$ cat src/rtl/def_mem_arb.sv
// Shared definitions for the memory arbiter: FSM state encodings, the default
// timeout length and a counter-width helper.
package def_mem_arb;

    typedef enum logic [1:0] {
        IDLE    = 2'd0,
        BUSY_IM = 2'd1,
        BUSY_DM = 2'd2
    } arb_state_t;

    localparam int WAIT_MAX_DEFAULT = 15;

    // Bits needed to count from 0 up to n inclusive.
    function automatic int cnt_width(input int n);
        return (n < 2) ? 1 : $clog2(n + 1);
    endfunction

endpackage

$ cat src/rtl/mem_arbiter_if.sv
// Bundle of the instruction port, data port and shared memory port.
// The slave modport is the arbiter's view; master is the requesters' and memory's view.
interface mem_arbiter_if;
    logic        im_req;
    logic [31:0] im_addr;
    logic        im_ack;
    logic [31:0] im_rdata;

    logic        dm_req;
    logic        dm_we;
    logic [31:0] dm_addr;
    logic [31:0] dm_wdata;
    logic        dm_ack;
    logic [31:0] dm_rdata;

    logic        mem_en;
    logic        mem_we;
    logic [31:0] mem_addr;
    logic [31:0] mem_wdata;
    logic [31:0] mem_rdata;
    logic        mem_ready;

    logic        err;
    logic        stall;

    modport slave (
        input  im_req, im_addr, dm_req, dm_we, dm_addr, dm_wdata, mem_rdata, mem_ready,
        output im_ack, im_rdata, dm_ack, dm_rdata, mem_en, mem_we, mem_addr, mem_wdata,
               err, stall
    );

    modport master (
        output im_req, im_addr, dm_req, dm_we, dm_addr, dm_wdata, mem_rdata, mem_ready,
        input  im_ack, im_rdata, dm_ack, dm_rdata, mem_en, mem_we, mem_addr, mem_wdata,
               err, stall
    );
endinterface

$ cat src/rtl/arb_timer.sv
// Wait counter for one memory access: cleared on grant, counts busy cycles without
// mem_ready, and flags the cycle in which the count would reach WAIT_MAX.
module arb_timer
    import def_mem_arb::*;
#(
    parameter int WAIT_MAX = WAIT_MAX_DEFAULT
) (
    input  logic clock,
    input  logic reset,
    input  logic i_clear,
    input  logic i_busy,
    input  logic i_ready,
    output logic o_timeout
);

    localparam int CW = cnt_width(WAIT_MAX);

    logic [CW-1:0] r_count;

    always_ff @(posedge clock) begin
        if (reset || i_clear) begin
            r_count <= '0;
        end else if (i_busy && !i_ready) begin
            r_count <= r_count + 1'b1;
        end
    end

    // Fires on the WAIT_MAX-th stalled busy cycle so the FSM leaves on that edge.
    assign o_timeout = i_busy && !i_ready && (r_count == CW'(WAIT_MAX - 1));

endmodule

$ cat src/rtl/mem_arbiter.sv
// Two-requester (instruction fetch / data) arbiter for a single shared memory port
// with timeout. Define MEM_ARB_RR_EN for round-robin tie breaking; default is fixed dm priority.
module mem_arbiter
    import def_mem_arb::*;
#(
    parameter int WAIT_MAX = WAIT_MAX_DEFAULT
) (
    input  logic         clock,
    input  logic         reset,
    mem_arbiter_if.slave bus
);

    arb_state_t  r_state;
    arb_state_t  w_state_next;
    logic        w_im_req;
    logic        w_dm_req;
    logic        w_pick_dm;
    logic        w_grant_im;
    logic        w_grant_dm;
    logic        w_busy;
    logic        w_timeout;
    logic        w_finish;

    logic [31:0] r_addr;
    logic        r_we;
    logic [31:0] r_wdata;
    logic        r_im_ack;
    logic        r_dm_ack;
    logic        r_err;
    logic [31:0] r_im_rdata;
    logic [31:0] r_dm_rdata;

    // A requester still holding req in its own ack cycle must not be granted again.
    assign w_im_req = bus.im_req & ~r_im_ack;
    assign w_dm_req = bus.dm_req & ~r_dm_ack;

`ifdef MEM_ARB_RR_EN
    logic r_prio_dm;
    logic w_tie;

    assign w_tie     = w_im_req & w_dm_req;
    assign w_pick_dm = w_dm_req & (~w_im_req | r_prio_dm);

    // Only a resolved tie moves the pointer: the winner yields the next tie.
    always_ff @(posedge clock) begin
        if (reset) begin
            r_prio_dm <= 1'b1;
        end else if (r_state == IDLE && w_tie) begin
            r_prio_dm <= ~w_pick_dm;
        end
    end
`else
    assign w_pick_dm = w_dm_req;
`endif

    always_comb begin
        w_state_next = r_state;
        w_grant_im   = 1'b0;
        w_grant_dm   = 1'b0;
        case (r_state)
            IDLE: begin
                if (w_pick_dm) begin
                    w_state_next = BUSY_DM;
                    w_grant_dm   = 1'b1;
                end else if (w_im_req) begin
                    w_state_next = BUSY_IM;
                    w_grant_im   = 1'b1;
                end
            end
            BUSY_IM, BUSY_DM: begin
                if (bus.mem_ready || w_timeout) begin
                    w_state_next = IDLE;
                end
            end
            default: w_state_next = IDLE;
        endcase
    end

    always_ff @(posedge clock) begin
        if (reset) begin
            r_state <= IDLE;
        end else begin
            r_state <= w_state_next;
        end
    end

    assign w_busy   = (r_state != IDLE);
    assign w_finish = w_busy && (bus.mem_ready || w_timeout);

    arb_timer #(
        .WAIT_MAX (WAIT_MAX)
    ) u_timer (
        .clock     (clock),
        .reset     (reset),
        .i_clear   (w_grant_im | w_grant_dm),
        .i_busy    (w_busy),
        .i_ready   (bus.mem_ready),
        .o_timeout (w_timeout)
    );

    always_ff @(posedge clock) begin
        if (reset) begin
            r_addr     <= '0;
            r_we       <= 1'b0;
            r_wdata    <= '0;
            r_im_ack   <= 1'b0;
            r_dm_ack   <= 1'b0;
            r_err      <= 1'b0;
            r_im_rdata <= '0;
            r_dm_rdata <= '0;
        end else begin
            r_im_ack <= 1'b0;
            r_dm_ack <= 1'b0;
            r_err    <= 1'b0;
            if (w_grant_dm) begin
                r_addr  <= bus.dm_addr;
                r_we    <= bus.dm_we;
                r_wdata <= bus.dm_wdata;
            end else if (w_grant_im) begin
                r_addr  <= bus.im_addr;
                r_we    <= 1'b0;
                r_wdata <= '0;
            end
            // A completing mem_ready takes precedence over a same-cycle timeout.
            if (w_finish) begin
                r_err <= ~bus.mem_ready;
                if (r_state == BUSY_IM) begin
                    r_im_ack   <= 1'b1;
                    r_im_rdata <= bus.mem_ready ? bus.mem_rdata : 32'd0;
                end else begin
                    r_dm_ack   <= 1'b1;
                    r_dm_rdata <= bus.mem_ready ? bus.mem_rdata : 32'd0;
                end
            end
        end
    end

    assign bus.mem_en    = w_busy;
    assign bus.mem_we    = w_busy & r_we;
    assign bus.mem_addr  = w_busy ? r_addr  : 32'd0;
    assign bus.mem_wdata = w_busy ? r_wdata : 32'd0;
    assign bus.im_ack    = r_im_ack;
    assign bus.dm_ack    = r_dm_ack;
    assign bus.im_rdata  = r_im_rdata;
    assign bus.dm_rdata  = r_dm_rdata;
    assign bus.err       = r_err;
    assign bus.stall     = (bus.im_req & ~r_im_ack) | (bus.dm_req & ~r_dm_ack);

endmodule
$ cat src/flat_wrapper.sv
// flat-port wrapper written by rule: the top's interface ports become plain ports
module mem_arbiter_flat import def_mem_arb::*;
#(
    parameter int WAIT_MAX = WAIT_MAX_DEFAULT
)
  (clock, reset, bus_im_req, bus_im_addr, bus_dm_req, bus_dm_we, bus_dm_addr, bus_dm_wdata, bus_mem_rdata, bus_mem_ready, bus_im_ack, bus_im_rdata, bus_dm_ack, bus_dm_rdata, bus_mem_en, bus_mem_we, bus_mem_addr, bus_mem_wdata, bus_err, bus_stall);
  mem_arbiter_if bus_i ();
  input  logic clock;
  input  logic reset;
  input wire logic [$bits(bus_i.im_req)-1:0] bus_im_req;
  input wire logic [$bits(bus_i.im_addr)-1:0] bus_im_addr;
  input wire logic [$bits(bus_i.dm_req)-1:0] bus_dm_req;
  input wire logic [$bits(bus_i.dm_we)-1:0] bus_dm_we;
  input wire logic [$bits(bus_i.dm_addr)-1:0] bus_dm_addr;
  input wire logic [$bits(bus_i.dm_wdata)-1:0] bus_dm_wdata;
  input wire logic [$bits(bus_i.mem_rdata)-1:0] bus_mem_rdata;
  input wire logic [$bits(bus_i.mem_ready)-1:0] bus_mem_ready;
  output wire logic [$bits(bus_i.im_ack)-1:0] bus_im_ack;
  output wire logic [$bits(bus_i.im_rdata)-1:0] bus_im_rdata;
  output wire logic [$bits(bus_i.dm_ack)-1:0] bus_dm_ack;
  output wire logic [$bits(bus_i.dm_rdata)-1:0] bus_dm_rdata;
  output wire logic [$bits(bus_i.mem_en)-1:0] bus_mem_en;
  output wire logic [$bits(bus_i.mem_we)-1:0] bus_mem_we;
  output wire logic [$bits(bus_i.mem_addr)-1:0] bus_mem_addr;
  output wire logic [$bits(bus_i.mem_wdata)-1:0] bus_mem_wdata;
  output wire logic [$bits(bus_i.err)-1:0] bus_err;
  output wire logic [$bits(bus_i.stall)-1:0] bus_stall;
  assign bus_i.im_req = bus_im_req;
  assign bus_i.im_addr = bus_im_addr;
  assign bus_i.dm_req = bus_dm_req;
  assign bus_i.dm_we = bus_dm_we;
  assign bus_i.dm_addr = bus_dm_addr;
  assign bus_i.dm_wdata = bus_dm_wdata;
  assign bus_i.mem_rdata = bus_mem_rdata;
  assign bus_i.mem_ready = bus_mem_ready;
  assign bus_im_ack = bus_i.im_ack;
  assign bus_im_rdata = bus_i.im_rdata;
  assign bus_dm_ack = bus_i.dm_ack;
  assign bus_dm_rdata = bus_i.dm_rdata;
  assign bus_mem_en = bus_i.mem_en;
  assign bus_mem_we = bus_i.mem_we;
  assign bus_mem_addr = bus_i.mem_addr;
  assign bus_mem_wdata = bus_i.mem_wdata;
  assign bus_err = bus_i.err;
  assign bus_stall = bus_i.stall;
  mem_arbiter #(.WAIT_MAX(WAIT_MAX)) u_core (.clock(clock), .reset(reset), .bus(bus_i));
endmodule
$ cat config.mk
export PLATFORM = sky130hd
export DESIGN_NAME = mem_arbiter_flat
export DESIGN_NICKNAME = d
export VERILOG_FILES = /design/src/rtl/def_mem_arb.sv /design/src/rtl/mem_arbiter_if.sv /design/src/rtl/arb_timer.sv /design/src/rtl/mem_arbiter.sv /design/src/flat_wrapper.sv
export SDC_FILE = /design/constraint.sdc
export NUM_CORES = 1
export LEC_CHECK = 0
export CORE_UTILIZATION = 35
export DETAILED_ROUTE_END_ITERATION = 10
export PLACE_DENSITY_LB_ADDON = 0.2
export SETUP_SLACK_MARGIN = 0.05
export SLEW_MARGIN = 40
export SYNTH_ARGS = -nofsm -noshare
export SYNTH_HDL_FRONTEND = slang
export SYNTH_HIERARCHICAL = 1
export SYNTH_SLANG_ARGS = --single-unit
$ cat constraint.sdc
create_clock -name clock -period 3.9 [get_ports clock]
set_input_delay 0.78 -clock clock [delete_from_list [all_inputs] [get_ports clock]]
set_output_delay 0.78 -clock clock [all_outputs]
set_load 0.01 [all_outputs]
# [Word-level counts from Yosys, hierarchy flattened]
# Index checks and enable logic that the tools add are counted.
[word_totals] regBits=138 in_bits=134 out_inout_bits=134
[classes] n_addsub=1 n_eq_ne=5 mux=20 n_bitwise=10 n_reduce_logical=14
[ops] cell="two-way mux 32 bit" n=7
[ops] cell="two-way mux 1 bit" n=9
[ops] cell="two-way mux 2 bit" n=3
[ops] cell="AND reduction 2 bit" n=3
[ops] cell="inverter 1 bit" n=5
[ops] cell="adder 4 x 1 -> 4 bit (second input constant)" n=1
[ops] cell="equality test 4 bit (second input constant)" n=1
[ops] cell="case mux 2 bit (2 select lines)" n=1
[ops] cell="nonzero test 2 bit" n=2
[ops] cell="OR reduction 2 bit" n=2
[ops] cell="AND 1 bit" n=3
[ops] cell="logical AND 1 bit" n=3
[ops] cell="inequality test 3 x 1 -> 1 bit (second input constant)" n=1
[ops] cell="equality test 2 x 1 -> 1 bit (second input constant)" n=1
[ops] cell="equality test 2 bit (second input constant)" n=1
[ops] cell="zero test 2 bit" n=1
[ops] cell="logical OR 1 bit" n=2
[ops] cell="inequality test 2 x 1 -> 1 bit (second input constant)" n=1
[ops] cell="bitwise OR 1 bit" n=2
[ops] cell="zero test 1 bit" n=1

# [Logic depth before layout (Yosys ltp)]
[logic_depth] word_depth=7 depth_mapped=11

# [Cells and area by module]
# Netlist, hierarchy kept.
[modules_own_cells] module="mem_arbiter" instances=1 cells_per_inst=716 area_per_inst_um2=5730.5 seq_area_each_um2=2682.6
[modules_own_cells] module="arb_timer" instances=1 cells_per_inst=21 area_per_inst_um2=219.0 seq_area_each_um2=80.1

# [Worst setup path after synthesis]
# Ideal clock, no wire load.
[synth_timing] path_type="register to register" start="reg u_core.r_state[0]" end="reg u_core.r_im_rdata[10], in the netlist u_core/bus.im_rdata[10]" setup_ps=132 arrival_ps=1968 t_required_ps=3768 setup_slack_ps=1800 path_stages_with_launch=12 path_buffers=2 synth_period_minus_slack_ps=2100 cell_sequence="dfxtp_1 -> inv_1 -> ha_1 -> inv_1 -> nor2b_4 -> and4_2 -> nor2_2 -> or3b_1 -> buf_2 -> buf_6 -> nand2_1 -> a21oi_1"
[synth_between] elab_chain_cells=6
[synth_lines] item="start: declaration" line="mem_arbiter.sv:13" source="arb_state_t r_state;"
[synth_lines] item="start signal: assignment" line="mem_arbiter.sv:83" source="r_state <= w_state_next;"
[synth_lines] item="nonzero test 2 bit" line="mem_arbiter.sv:87" source="assign w_busy = (r_state != IDLE);"
[synth_lines] item="named net bus_mem_en" line="flat_wrapper.sv:22" source="output wire logic [$bits(bus_i.mem_en)-1:0] bus_mem_en;"
[synth_lines] item="logical AND 1 bit (2 in a row)" line="arb_timer.sv:29" source="assign o_timeout = i_busy && !i_ready && (r_count == CW'(WAIT_MAX - 1));"
[synth_lines] item="named net u_core.w_timeout" line="mem_arbiter.sv:21" source="logic w_timeout;"
[synth_lines] item="logical OR 1 bit" line="mem_arbiter.sv:88" source="assign w_finish = w_busy && (bus.mem_ready || w_timeout);"
[synth_lines] item="logical AND 1 bit" line="mem_arbiter.sv:88"
[synth_lines] item="AND reduction 2 bit (no line)"
[synth_lines] item="end signal: assignment" line="mem_arbiter.sv:129" source="r_im_rdata <= bus.mem_ready ? bus.mem_rdata : 32'd0;"
[synth_lines] item="end: declaration" line="mem_arbiter.sv:30" source="logic [31:0] r_im_rdata;"
# The timed path passes the listed nets, and every way through them passes these cells.
# A chain may end at the register's enable or synchronous reset.

# [Worst setup path after layout]
[layout_timing] start="reg u_core.r_state[1]" end="out bus_mem_wdata[8]"
[layout_between] elab_chain_cells=2
[layout_lines] item="nonzero test 2 bit" line="mem_arbiter.sv:87"
[layout_lines] item="two-way mux 32 bit" line="mem_arbiter.sv:141" source="assign bus.mem_wdata = w_busy ? r_wdata : 32'd0;"
[layout_lines] item="end: declaration" line="flat_wrapper.sv:25" source="output wire logic [$bits(bus_i.mem_wdata)-1:0] bus_mem_wdata;"
# No other way between the ends.

==> impl_metrics.json <==
{
  "drive_gt1_frac": 0.0796,
  "grt_pass1_vias": 5590,
  "worstPathCellList": "inv_1 -> ha_2 -> buf_4 -> nor2b_1 -> clkdlybuf4s50_1",
  "grt-ovfl-total": 0,
  "synthCells": 737,
  "dpl.hpwl_mm": 12.4,
  "fin_cells": 1200,
  "cp_data_arrival_time_ns": 2.15,
  "grt_usage": 0.214,
  "ir_drop_uv": 288,
  "post_drt_via_cell_ratio": 4.89,
  "ys_async_sr_fraction": 0,
  "rsz0062_at_grt": "no",
  "dp_cells": 1170,
  "start_util": 0.359,
  "synth_cell_types": 36,
  "yosys-top-cells-area": "dfxtp_1, a21oi_1, nand2_1, nand3_1, nor2b_1",
  "cp.required_ns": 3.12,
  "synth.largest_area_cell": "dfxtp_1",
  "num_vias": 5867,
  "antenna_found_initial": 0,
  "cp-end-kind": "primary output",
  "relSlewSlack": 0.511,
  "synth_top_area_frac": 0.464,
  "synth-seq-cells": 138,
  "maxCapViolCount": 0,
  "cts_setup_buffers": 0,
  "diodes": 0,
  "slowest_delay_ns": 0.54,
  "clk_pin_slew_ns": 0.05,
  "drt_iter0_drc": 326,
  "crit_path_start_kind": "flop",
  "syn-num-nets": 876,
  "status": "complete, no violations",
  "rows": 47,
  "fin_skew_ns": 0.00775,
  "seq_power_share": 0.382,
  "ctsResizeCount": 0,
  "gp_congestion": 0.791,
  "ys_warn_count": 6,
  "power.density_nw_per_um2": 438,
  "grt_max_degree": 85,
  "path_max_fanout": 51,
  "synth_commonest_cells": "dfxtp_1, nand2_1, a21oi_1",
  "slew_violations": 0,
  "avgSynthCellArea_um2": 8.07,
  "area_delta_synth_final_pct": 56.2,
  "num-fill-cells": 1578,
  "r2r_slack_ns": 1.31,
  "cp_slowest_cell": "clkdlybuf4s50_1",
  "wl_mm": 18.7,
  "fin_crit_sh": 0.751,
  "max_freq_mhz": 342,
  "grt_pass1_wl_mm": 29.6,
  "die_y_um": 132,
  "combPwrFrac": 0.220,
  "final_nets": 1108,
  "fin_ws_ns": 0.973,
  "hp-class": "flop to flop",
  "coreArea_um2": 16600,
  "yosysSeqAreaShare": 0.464,
  "dieArea_um2": 17500,
  "p_leak_nw": 3.21,
  "setup_violations": 0,
  "p_sw_frac": 0.280,
  "worst_slew_pin_slew_ns": 0.733,
  "root_buffer": "clkbuf_16",
  "numCtsBuffers": 17,
  "h-tree-depth": 4,
  "pre_cts_ws_ns": 1.08,
  "wire_per_inst_um": 15.6,
  "synth_edf_count": 0,
  "switchingPower_mw": 1.14,
  "tns_ns": 0,
  "yosysMostFrequentCell": "dfxtp_1",
  "port_buffers": 267,
  "clock-sinks": 138,
  "ant_nets": 0,
  "postCtsHoldBufs": 0,
  "cp.buffers_inverters": 3,
  "dr.pass1.iters": 5,
  "clk_latency_ns": 0.42,
  "netlist_area_um2": 5950,
  "cts_tree": "yes",
  "io-pin-count": 268,
  "drc_errors": 0,
  "fin_util": 0.560,
  "cts_buffer_depth": 2,
  "internal_power_mw": 2.93,
  "die_w_um": 132,
  "p_clk_frac": 0.398,
  "hold_viol": 0,
  "crit_type": "flop to primary output",
  "ys.flop_type": "dfxtp_1",
  "p_total_mw": 4.07,
  "crit_family": "buffers and inverters",
  "period_needed_ns": 2.93
}
==> registers in the layout, summed over array words and instances, names as in the netlist, 2 cells and up <==
signal	count
u_core/r_addr	32
u_core/bus.dm_rdata	32
u_core/bus.im_rdata	32
u_core/u_timer/r_count	4
u_core/r_state	2
u_core/r_wdata	32
==> power by group through the flow <==
stage	Combinational (mW)	Clock, mW	Sequential (mW)
2_1_floorplan	0.524	0	1.58
3_3_place_gp	0.900	0	1.58
3_5_place_dp	0.903	0	1.58
4_1_cts	0.906	1.66	1.55
5_1_grt	0.981	1.72	1.57
6_report	0.897	1.62	1.55
==> final timing paths <==
kind | from | end | cells after the start
max | u_core/r_state[1]$_SDFFE_PP0P_ | bus_mem_wdata[8] | 5
min | u_core/r_we$_SDFFE_PP0P_ | u_core/r_we$_SDFFE_PP0P_ | 2
max reg2reg | u_core/r_state[0]$_SDFFE_PP0P_ | u_core/bus.im_rdata[1]$_SDFFE_PP0P_ | 10
min reg2reg | u_core/r_we$_SDFFE_PP0P_ | u_core/r_we$_SDFFE_PP0P_ | 2
==> stage by stage <==
| stage | instance area [um2] | hold slack (ns) |
|---|---|---|
| 3_3_place_gp | 8700 | 0.434 |
| 2_1_floorplan | 5950 | 0.427 |
| 6_report | 9290 | 0.442 |
| 5_1_grt | 9290 | 0.466 |
| 4_1_cts | 9290 | 0.446 |
| 3_5_place_dp | 8700 | 0.439 |
==> cell families after synthesis <==
logic type	share of synthesized area
XOR/XNOR	0.00294
AND/OR/NAND/NOR	0.282
AO/OA/AOI/OAI	0.175
multiplexers	0.00168
buffers and inverters	0.0641
flip-flops	0.464
adder cells (fa/ha/maj)	0.0105
==> per-layer routing <==
metal,vias to the layer above,GRT usage,routed length (um)
met4,0,0.0939,503
met5,-,0,0
met2,192,0.346,8720
met3,31,0.0596,1090
met1,2703,0.264,8440
li1,2941,-,-
==> area by class of cell <==
type	instances	area, um2	area share
multi-input combinational	526	2840	0.305
timing repair buffer	281	2810	0.303
sequential	138	2760	0.297
clock buffer	18	439	0.0473
tap	220	275	0.0296
clock inverter	12	150	0.0162
inverter	5	18.8	0.00202
==> placed cells by master, fill, tap and decap left out, drive strengths merged, types with 5 or more instances in the layout <==
master	netlist	routed
clkdlybuf4s50	0	265
clkinv	0	5
clkbuf	26	18
nor2	39	39
buf	42	16
a21oi	130	130
inv	5	6
nand3	97	97
ha	5	5
dfxtp	138	138
nand2	134	134
nor2b	67	67
a211oi	33	33
==> worst min-delay path: cells and delay by family (launching register included) <==
kind / cells / cell delay, ns
simple gates: 1 / 0.05
flops: 1 / 0.30
compound gates: 1 / 0.05
Power figures use the tool's default switching activity.
==> RTL edit 1: new RTL, config.mk and constraints unchanged <==
The option `MEM_ARB_RR_EN` is turned on by a define.
--- a/src/rtl/mem_arbiter.sv
+++ b/src/rtl/mem_arbiter.sv
@@ -1,5 +1,7 @@
 // Two-requester (instruction fetch / data) arbiter for a single shared memory port
 // with timeout. Define MEM_ARB_RR_EN for round-robin tie breaking; default is fixed dm priority.
+`define MEM_ARB_RR_EN
+
 module mem_arbiter
     import def_mem_arb::*;
 #(
Formal check against the unedited RTL: no difference found for any inputs over 4 cycles, from zero or initial values and one cycle with reset high; that may be too few to reach the edited logic, so the function may still have changed.
==> RTL edit 1 against the unedited design <==
Design area down 0.13%; power up 7.5%; critical path depth unchanged; worst setup slack worse by 0.43 ns; synthesized cell count down 4.9%; synthesized area down 0.90%; sequential cell count up 1; core utilization up 0.12 points; routed wire length down 3.5%; critical path type unchanged; largest power group is now sequential cells; highest routed layer unchanged.
==> RTL edit 1: results (changes against the unedited design) <==
- The largest stage delay on the critical path is 0.60 ns (+0.06 ns).
- The cell depth of the worst flop-to-flop path is 10 (unchanged).
- Clock tree synthesis selected as its root buffer the cell clkbuf_16.
- The fraction of the yosys area taken by sequential cells is 47.20% (+0.76 points).
- The arrival time of the worst setup path is 2.57 ns (+0.42 ns).
- The final clock skew came to 0.007084 ns (-0.0006614 ns).
- The min-delay analysis places its worst path in the category reg -> reg.
- The number of antenna violations at the first check in global routing was 0 (unchanged).
- The peak supply drop is 294.6 uV (+2.3%).
- Ranked by instance count, the synthesized netlist is headed by 139 x dfxtp_1, 100 x nand2_1, 77 x a21oi_1.
- The number of buffers on the longest clock path is 2 (unchanged).
- The wire length of the first global-routing pass is 28890 um (-2.5%).
- The insertion delay to the later sink of the worst-skew pair is 0.41 ns.
- The synthesis warning total came to 6 (unchanged).
- The flow ran to the end, and the final reports show no timing, DRC or antenna violations.
- The iteration-0 DRC count of the detailed router is 303 (-7.1%).
- The number of nets produced by synthesis came to 839 (-4.2%).
- The share of synthesized registers carrying an async set or reset is 0% (unchanged).
- The via count of the first global-routing pass is 5447 (-2.6%).
- The number of vias per cell after detailed routing came to 4.921 (+0.66%).
- The deepest level of the CTS H-tree came to 4 (unchanged).
- The total routed wirelength was 18090 um (-3.5%).
- The total routing resource utilization after global routing is 20.74% (-0.62 points).
- The placement-stage worst setup slack was 0.8115 ns (-0.2708 ns).
- The sum of net half-perimeters after detailed placement is 11370 um (-8.4%).
- The cell depth of the worst min-delay path was 2 (unchanged).
- The kind of cell adding the most delay to the critical path is buffers and inverters.
- The number of I/O port buffers was 267 (unchanged).
- The distinct cell type count after synthesis is 43 (+19%).
- The top fanout value on the critical path is 47 (-7.8%).
- In the post-synthesis netlist, the biggest area contributors are dfxtp_1 47%, nor2b_1 7.1%, a21oi_1 6.5%.
- The pin count of the biggest net entering global routing is 68 (-20%).
- The top flip-flop cell by instance count after synthesis is dfxtp_1.
- The net count of the finished layout is 1074 (-3.1%).
- The mean instance size in the synthesized netlist is 8.410 sq um (+4.2%).
- The master of the slowest instance on the critical path is ha_2.
- The post-CTS setup buffer count is 0 (unchanged).
- The average wire per standard cell came to 15.47 um (-0.92%).
- The final weighted congestion in routability-driven placement is 0.7427 (-6.1%).
- The share of cells above drive strength 1 is 9.905% (+1.9 points).
- The filler cell count is 1538 (-2.5%).
- The number of detailed-route iterations in the first pass came to 4 (-1).
- The standby leakage power came to 0.003255 uW (+1.5%).
- The slew at the pin closest to its max-slew limit is 0.6675 ns (-0.06541 ns).
- The standard cell area after detailed placement is 8687 sq um (-0.19%).
- The number of inserted diodes was 0 (unchanged).
- The number of buffers inserted during clock tree synthesis is 17 (unchanged).
- The clock-pin slew on the worst setup and hold paths is roughly 0.06 ns.
[RTL edit 1: changes by cell type after synthesis, sizes merged, moves of 16 or more]
cell   delta
nand2    -34
a22oi    +33
buf      -16
nand3    -33
a21oi    -33
nor2     +31
[RTL edit 1: path summary, 6_finish.rpt]
check / startpoint / end / slack, ns
worst max-delay path: u_core/r_state[1] / bus_mem_addr[25] / 0.55
worst min-delay path: u_core/bus.im_rdata[27] / u_core/bus.im_rdata[27] / 0.45
worst max register to register: u_core/r_state[1] / u_core/bus.dm_rdata[11] / 0.94
worst min register to register: u_core/bus.im_rdata[27] / u_core/bus.im_rdata[27] / 0.45
[RTL edit 1: report_power, final]
| part | switching (uW) | total, uW | internal, uW |
|---|---|---|---|
| Sequential | 60.0 | 1620 | 1560 |
| Combinational | 630 | 1150 | 522 |
| Clock | 615 | 1610 | 993 |
[RTL edit 1: layout make-up]
class | instances | area, sq um | area share [%]
multi-input combinational | 494 | 2830 | 30.50
clock inverter | 10 | 115.1 | 1.240
timing repair buffer | 279 | 2784 | 30.00
inverter | 5 | 18.77 | 0.2022
clock buffer | 22 | 474.2 | 5.110
tap | 220 | 275.3 | 2.966
sequential | 139 | 2783 | 29.99
[RTL edit 1: cell families after synthesis]
family,count (synthesis),share of synthesized area [%]
and+or+nand+nor,317,25.57
DFF,139,47.20
muxes,1,0.1698
AOI/OAI and AO/OA,170,20.65
buffers and inverters,68,5.263
adders and majority gates,4,0.8489
xor gates and xnor gates,2,0.2972
[RTL edit 1: routing by layer]
metal | up-vias | wire length (um) | part of all wire (%) | GRT usage, %
li1 | 2868 | - | - | -
met1 | 2664 | 8194 | 45 | 26.45
met2 | 200 | 8156 | 45 | 32.83
met3 | 21 | 1429 | 7.9 | 7.190
met4 | 0 | 308 | 1.7 | 6.525
met5 | - | 0 | 0 | 0
==> RTL edit 2: new RTL, config.mk and constraints unchanged <==
Without the edit above. Re-encode `arb_state_t` (3 states) as one-hot, 3 bits wide.
--- a/src/rtl/def_mem_arb.sv
+++ b/src/rtl/def_mem_arb.sv
@@ -2,10 +2,10 @@
 // timeout length and a counter-width helper.
 package def_mem_arb;
 
-    typedef enum logic [1:0] {
-        IDLE    = 2'd0,
-        BUSY_IM = 2'd1,
-        BUSY_DM = 2'd2
+    typedef enum logic [2:0] {
+        IDLE    = 3'b001,
+        BUSY_IM = 3'b010,
+        BUSY_DM = 3'b100
     } arb_state_t;
 
     localparam int WAIT_MAX_DEFAULT = 15;
Function: same outputs for any inputs over 4 cycles, from zero or initial values and one cycle with reset high; so few cycles prove little.
==> RTL edit 2 against the unedited design <==
Critical path depth stayed put; synthesized area decreased by 8.0%; worst setup slack worse by 0.36 ns; fmax decreased by 11%; count of clock-buffer cells in the layout did not move; design area fell by 4.6%; power rose by 1.2%; sequential cell count up 1; sequential power is 3% higher; routed wire length fell by 7.6%; worst hold slack improved by 0.033 ns; critical endpoint is now bus_mem_wdata[1]; highest routed layer unchanged.
==> RTL edit 2: results (changes against the unedited design) <==
- The sum of net half-perimeters after detailed placement is 11800 um (-5.0%).
- The top fanout value on the critical path is 58 (+14%).
- The arrival time of the worst setup path is 2.50 ns (+0.35 ns).
- The slew at the pin closest to its max-slew limit is 0.7371 ns (+0.004226 ns).
- The average wire per standard cell came to 16.60 um (+6.3%).
- The flop-to-flop setup slack is 1.13 ns (-0.18 ns).
- The mux contribution to synthesized area is 0.1829% (+0.015 points).
- The final clock skew was 0.005814 ns (-0.001931 ns).
- The iteration-0 DRC count of the detailed router is 247 (-24%).
- By area the synthesized netlist is led by dfxtp_1 51%, a22oi_1 9.1%, and2_1 7.5%.
- The number of vias per cell after detailed routing is 5.174 (+5.8%).
- The pin count of the biggest net entering global routing was 59 (-31%).
- The largest stage delay on the critical path is 0.57 ns (+0.03 ns).
- The standard cell area after detailed placement is 8235 sq um (-5.4%).
- The number of cells produced by synthesis is 599 (-19%).
- In the synthesized netlist, the cells that appear most often are 139 x dfxtp_1, 102 x nor2_1, 66 x a22oi_1, 66 x and2_1, 66 x nand2_1.
- The cell depth of the worst flop-to-flop path is 9 (-1).
- The worst-case hold path end point is u_core/bus.dm_rdata[20].
- In this run the most critical hold path is launched from u_core/bus.dm_rdata[20].
- The worst register-to-register path ends at u_core/bus.im_rdata[12].
- The post-CTS setup buffer count is 0 (unchanged).
- The peak supply drop came to 278.0 uV (-3.4%).
- The post-synthesis share of cell area spent on full adders, half adders and majority gates is 0.4574% (-0.59 points).
- The via count of the first global-routing pass is 5399 (-3.4%).
- The run finished with clean final reports.
- The post-synthesis compound-gate area fraction is 20.44% (+3.0 points).
- The number of I/O port buffers is 267 (unchanged).
- The worst-case hold slack was 0.4753 ns (+0.03339 ns).
- The origin of the critical flop-to-flop path is u_core/r_state[2].
- The cell depth of the worst min-delay path is 1 (-1).
- The total routing resource utilization after global routing was 21.31% (-0.056 points).
- The wire length of the first global-routing pass is 27030 um (-8.8%).
- The count of placed standard cells in the final layout, fillers left out is 1043 (-13%).
- The fraction of the yosys area taken by sequential cells is 50.86% (+4.4 points).
- The share of cells above drive strength 1 is 6.316% (-1.6 points).
- The final weighted congestion in routability-driven placement is 0.7779 (-1.7%).
- The post-synthesis xor/xnor area fraction is 0.4802% (+0.19 points).
[RTL edit 2: changes by cell type after synthesis, moves of 5 or more]
cell / before / now
a211oi_1: 13 / 0
a211oi_2: 20 / 0
a21oi_1: 130 / 2
a22o_1: 1 / 32
a22oi_1: 0 / 66
a311oi_1: 0 / 32
and2_1: 0 / 66
buf_2: 26 / 16
nand2_1: 134 / 66
nand3_1: 97 / 0
nor2_1: 37 / 102
nor2b_1: 66 / 4
nor3_1: 2 / 7
[RTL edit 2: cell families (layout without fill, tap and decap cells)]
logic type               after synthesis  count (layout)
buffers and inverters                 58             314
XOR/XNOR                               3               3
multiplexers                           1               1
flip-flops                           139             139
AND/OR/NAND/NOR                      259             259
AO/OA/AOI/OAI                        137             137
adder cells (fa/ha/maj)                2               2
[RTL edit 2: worst max path at each step]
stage	start	end	slack, ns
6_report	u_core/r_state[2]	bus_mem_wdata[1]	0.62
5_1_grt	u_core/r_state[2]	bus_mem_wdata[1]	0.48
4_1_cts	u_core/r_state[2]	bus_mem_wdata[1]	0.60
3_5_place_dp	bus_mem_ready	u_core/bus.im_rdata[12]	0.88
3_3_place_gp	bus_dm_req	u_core/u_timer/r_count[3]	0.65
2_1_floorplan	u_core/r_state[2]	u_core/bus.im_rdata[10]	1.44
[RTL edit 2: power breakdown]
group	leakage [uW]	internal [uW]	total, uW	switching (uW)
registers	0.00114	1540	1600	63.2
logic	0.00192	420	800	380
clock network	0.000295	1090	1720	632
[RTL edit 2: cell type report]
| type | count | area [sq um] |
|---|---|---|
| Fill cell | 1320 | 6334 |
| Sequential cell | 139 | 2783 |
| Timing Repair Buffer | 277 | 2778 |
| Multi-Input combinational cell | 402 | 2421 |
| Clock buffer | 18 | 439.2 |
| Tap cell | 188 | 235.2 |
| Clock inverter | 14 | 193.9 |
| Inverter | 5 | 18.77 |
[RTL edit 2: routing by layer]
| metal | track usage [%] | up-vias | wire, um | part of all wire, % |
|---|---|---|---|---|
| li1 | - | 2572 | - | - |
| met1 | 23.81 | 2558 | 6967 | 40 |
| met2 | 35.84 | 238 | 8234 | 48 |
| met3 | 8.459 | 29 | 1711 | 9.9 |
| met4 | 9.454 | 0 | 400 | 2.3 |
| met5 | 0 | - | 0 | 0 |
[RTL edit 2: stage by stage]
stage	worst slack (ns)	util, %	power (uW)
finish	0.6160	58.34	4119
global route	0.4845	58.34	4294
CTS	0.6034	58.34	4147
detailed placement	0.8828	54.17	2426
global placement	0.6529	54.04	2397
floorplan	1.444	-	2022
[RTL edit 2: critical path: cells and delay by family (launching register included)]
kind,cells,cell delay (ns)
simple gates,2,0.28
flops,1,0.56
buf+inv,3,1.20
